## config.mk

```make
export PLATFORM = sky130hd
export DESIGN_NAME = moving_average
export DESIGN_NICKNAME = d
export VERILOG_FILES = /design/src/rtl/moving_average.sv
export SDC_FILE = /design/constraint.sdc
export NUM_CORES = 1
export LEC_CHECK = 0
export ABC_CLOCK_PERIOD_IN_PS = 6900
export CAP_MARGIN = 40
export CORE_ASPECT_RATIO = 1.25
export CORE_UTILIZATION = 35
export DETAILED_ROUTE_END_ITERATION = 12
export SLEW_MARGIN = 20
export SYNTH_ARGS = -nofsm -noshare
export SYNTH_HDL_FRONTEND = slang
export SYNTH_SLANG_ARGS = --single-unit
```

## constraint.sdc

```tcl
create_clock -name clk -period 6.9 [get_ports clk]
set_input_delay 1.725 -clock clk [delete_from_list [all_inputs] [get_ports clk]]
set_output_delay 1.725 -clock clk [all_outputs]
set_load 0.1 [all_outputs]
```

## src/rtl/moving_average.sv

```systemverilog
// Boxcar moving-average filter over the last 2^LOG2_WINDOW signed samples.
// Running sum plus circular buffer; mean is an arithmetic right shift.
module moving_average #(
  parameter int WIDTH       = 12,
  parameter int LOG2_WINDOW = 3
) (
  input  logic                    clk,
  input  logic                    rst,
  input  logic                    ena,
  input  logic                    sample_stb,
  input  logic signed [WIDTH-1:0] x_in,
  output logic signed [WIDTH-1:0] y_out,
  output logic                    y_valid,
  output logic                    primed
);

  localparam int N  = 1 << LOG2_WINDOW;
  localparam int SW = WIDTH + LOG2_WINDOW;
  localparam logic [LOG2_WINDOW:0] FULL =
    {1'b1, {LOG2_WINDOW{1'b0}}};
  localparam logic [LOG2_WINDOW:0] LAST =
    {1'b0, {LOG2_WINDOW{1'b1}}};

  logic signed [WIDTH-1:0] mem [0:N-1];
  logic [LOG2_WINDOW-1:0]  wr_ptr;
  logic [LOG2_WINDOW:0]    fill_count;
  logic signed [SW-1:0]    sum;

  logic                    accept;
  logic signed [WIDTH-1:0] rd_data;
  logic signed [WIDTH-1:0] old;
  logic signed [SW-1:0]    x_ext;
  logic signed [SW-1:0]    old_ext;
  logic signed [SW-1:0]    sum_next;
  logic signed [SW-1:0]    mean;

  assign accept   = ena & sample_stb & ~rst;
  assign rd_data  = mem[wr_ptr];
  // Stale RAM contents are masked until the window has filled once.
  assign old      = (fill_count == FULL) ? rd_data : '0;
  assign x_ext    = {{LOG2_WINDOW{x_in[WIDTH-1]}}, x_in};
  assign old_ext  = {{LOG2_WINDOW{old[WIDTH-1]}}, old};
  assign sum_next = sum + x_ext - old_ext;
  assign mean     = sum_next >>> LOG2_WINDOW;

  always_ff @(posedge clk) begin
    if (accept) mem[wr_ptr] <= x_in;
  end

  always_ff @(posedge clk) begin
    if (rst) begin
      sum        <= '0;
      wr_ptr     <= '0;
      fill_count <= '0;
      y_out      <= '0;
      y_valid    <= 1'b0;
      primed     <= 1'b0;
    end else begin
      y_valid <= accept;
      if (accept) begin
        sum    <= sum_next;
        wr_ptr <= wr_ptr + 1'b1;
        y_out  <= mean[WIDTH-1:0];
        if (fill_count != FULL)
          fill_count <= fill_count + 1'b1;
        if (fill_count == LAST)
          primed <= 1'b1;
      end
    end
  end

endmodule

```

==> results by group <==
Logic synthesis
  • Synth area leader: edfxtp_1
  • Library cells used by synthesis: 47
  • Largest family of logic cells by synthesized area: multiplexers
  • Cell count after synthesis: 439
  • Mux contribution to synthesized area: 11.51%
  • Post-Syn Area: 5922 um^2
  • Most common cell in the synthesized netlist: edfxtp_1
  • Syn avg cell area: 13.49 um^2
  • Top post-synthesis cells by area: edfxtp_1 49%, dfxtp_1 9.1%, mux4_2 9.1%
  • Register area share after synthesis: 57.81%
  • Area share of fa/ha/maj cells after synthesis: 8.747%
  • Fraction of registers with async set/reset: 0%
  • Mapped Nets: 488
  • EDFF count, synth: 96
  • Yosys reg bits: 123
  • Commonest cells post-synth: 96 x edfxtp_1, 59 x inv_1, 34 x nor2_1
  • Ys Warns: 0
  • Post-synthesis simple-gate area fraction: 7.289%
  • Synth Flop Type: edfxtp_1
  • Top cell type's share of synthesized area: 48.68%
  • Post-synthesis compound-gate area fraction: 5.874%
  • Synth Area in XOR/XNOR: 2.218%

Setup path
  • CP Max Fanout: 10
  • Worst Setup End Kind: register
  • Critical Path Start Type: primary input
  • CP Launch Point: x_in[11]
  • Cell mode on critical path: inv_1
  • CP cell instances: clkdlybuf4s50_1 > inv_1 > fa_1 > inv_1 > ha_1 > a21oi_2 > o21ai_0 > a21o_1 > a31oi_1 > mux2i_1 > mux2_1
  • Max incr delay on CP: 0.67 ns
  • Register-to-register setup slack: 3.07 ns
  • CP required: 7.20 ns
  • Worst Path Arrival: 4.72 ns
  • WS Path Type: primary input to register
  • Slowest-stage cell, CP: clkdlybuf4s50_1

Clocking
  • Resized cells post-CTS: 0
  • CTS tree: yes
  • Post-CTS Setup Bufs: 0
  • Hold Buf Count CTS: 0
  • CTS H-tree lvls: 4
  • CTS Sinks: 123
  • CTS Buffer Depth: 2
  • Clock root buffer: clkbuf_16
  • Clk slew on worst S/H paths: 0.05 ns
  • CTS buffer count: 17
  • Worst-skew pair later-pin latency: 0.42 ns

Floorplan
  • Die X: 118.3 um
  • IO Count: 30
  • Core area: 16400 um^2
  • Initial Util: 36.12%
  • Rows: 52
  • DIE HEIGHT: 147.4 um
  • DIE AREA: 17450 um^2

Route
  • Residual DRC: 0
  • DR pass1 iterations: 5
  • First DRT Iteration DRCs: 180
  • Wire per inst: 16.92 um
  • Vias/cell: 4.860
  • Post-route ant nets: 0
  • DRT Wirelength: 12100 um
  • Vias: 3475

Timing
  • Max-Slew Margin vs Limit: 42.82%
  • Final setup TNS: 0 ns
  • Worst setup margin: 2.481 ns
  • Final-report hold violation count: 0
  • Final Skew: 0.006062 ns
  • RSZ-0062 raised after global routing: false
  • Crit share post-route: 64.04%
  • Hold_ws: 0.4677 ns
  • Tmin final: 4.419 ns
  • Max-slew violations: 0
  • Setup-failing EPs final: 0
  • Fmax: 0.2263 GHz
  • Slew of the pin with the lowest slew margin: 0.8546 ns

GRT
  • Largest net degree at the start of global routing: 25
  • Initial antenna violation count: 0
  • First-pass GRT wire length: 19620 um
  • Vias in the first global route: 3716
  • Overall routing resource usage: 15.27%
  • Gr ovfl total: 0

Pwr
  • Sequential Power Share: 39.8%
  • PnR Total Power: 2.101 mW
  • Int Power: 1.500 mW
  • Switching Fraction: 28.59%
  • NetSw: 600.6 uW
  • Clock Power Share: 36.9%
  • Peak VDD IR: 0.0001879 V
  • Comb pwr share: 23.4%
  • Pwr/cell area: 292.0 nW/um^2
  • Leak pwr: 2.604 nW

Layout
  • Storage cell area: 3423 um^2
  • Area of the multi-input gates: 2140 um^2
  • Ant. Diodes: 0
  • Fin util: 43.87%
  • FILL cells: 1513
  • Area Growth Syn to Fin: 21.47%
  • Post-route cell area: 7193 um^2
  • Layout cells sized above 1: 18.24%
  • Final #Nets: 537
  • Post-Layout Cell Count: 715

Placed design
  • Post-DP Area: 6653 um^2
  • Dpl cells: 683
  • Pre-CTS setup slack: 2.052 ns
  • Gp weighted congestion: 0.8244
  • Detailed placement HPWL: 8263 um
  • IO Port Bufs: 29

Hold path
  • Hold Crit Start: sum[0]$_SDFFE_PP0P_
  • HP Class: register to register

Job
  • Max-cap violations: 0

Run status
  • Outcome: complete, no violations
## kinds of logic after synthesis
logic type | Yosys count
buffers and inverters | 86
and+or+nand+nor | 93
adders and majority gates | 33
DFF | 123
muxes | 38
AOI/OAI and AO/OA | 51
xor gates and xnor gates | 15
## final cells by class
| cell class | count | share of cell area (%) |
|---|---|---|
| Clock buffer | 19 | 6.018 |
| Clock inverter | 11 | 1.131 |
| Inverter | 59 | 3.079 |
| Multi-Input combinational cell | 230 | 29.74 |
| Sequential cell | 123 | 47.59 |
| Tap cell | 216 | 3.757 |
| Timing Repair Buffer | 57 | 8.680 |
## layer usage
layer / track usage, % / vias up / wire (um)
met2: 26.47 / 60 / 6217
met3: 3.164 / 15 / 339
met5: 0 / - / 0
met4: 6.731 / 0 / 227
met1: 18.33 / 1756 / 5311
li1: - / 1644 / -
## worst max-delay path, delay by kind of cell
family | cells | cell delay (ns)
buffers and inverters | 3 | 0.91
adder cells (fa/ha/maj) | 2 | 0.92
AO/OA/AOI/OAI | 4 | 0.61
multiplexers | 2 | 0.55
## placed cells by master, fill, tap and decap left out, drive strengths merged, types with 2 or more instances in the layout
cell type / count
ha: 19
or3: 4
xnor2: 8
and2: 3
a21boi: 2
nor3: 6
fa: 14
nand3: 2
o21ai: 11
buf: 28
a21o: 7
nor2b: 2
edfxtp: 96
nand2: 29
nor2: 34
xor2: 7
inv: 59
a21oi: 19
clkinv: 8
nand2b: 4
dfxtp: 27
mux4: 24
nand3b: 2
clkinvlp: 2
clkdlybuf4s50: 29
a41oi: 2
o21a: 3
clkbuf: 19
nand4: 4
mux2i: 13
## state kept, by name (all words and copies together), names as in the netlist, named ones only
signal and cells:
sum 3, mem 96, primed 1, y_valid 1, wr_ptr 3, y_out 12
fill_count 4
## path summary, 6_finish.rpt
path                             to  cells past startpoint
min reg2reg     sum[0]$_SDFFE_PP0P_                      2
max          y_out[11]$_SDFFE_PP0P_                     11
max reg2reg  y_out[11]$_SDFFE_PP0P_                     14
min             sum[0]$_SDFFE_PP0P_                      2
## power by group through the flow
stage	registers, mW	logic (mW)	clock network [mW]
after floorplan	0.844	0.374	0
after global placement	0.850	0.448	0
after detailed placement	0.850	0.490	0
after CTS	0.836	0.493	0.791
after global routing	0.838	0.536	0.820
final	0.836	0.491	0.774
No activity file was read; power rests on OpenSTA's default activity.
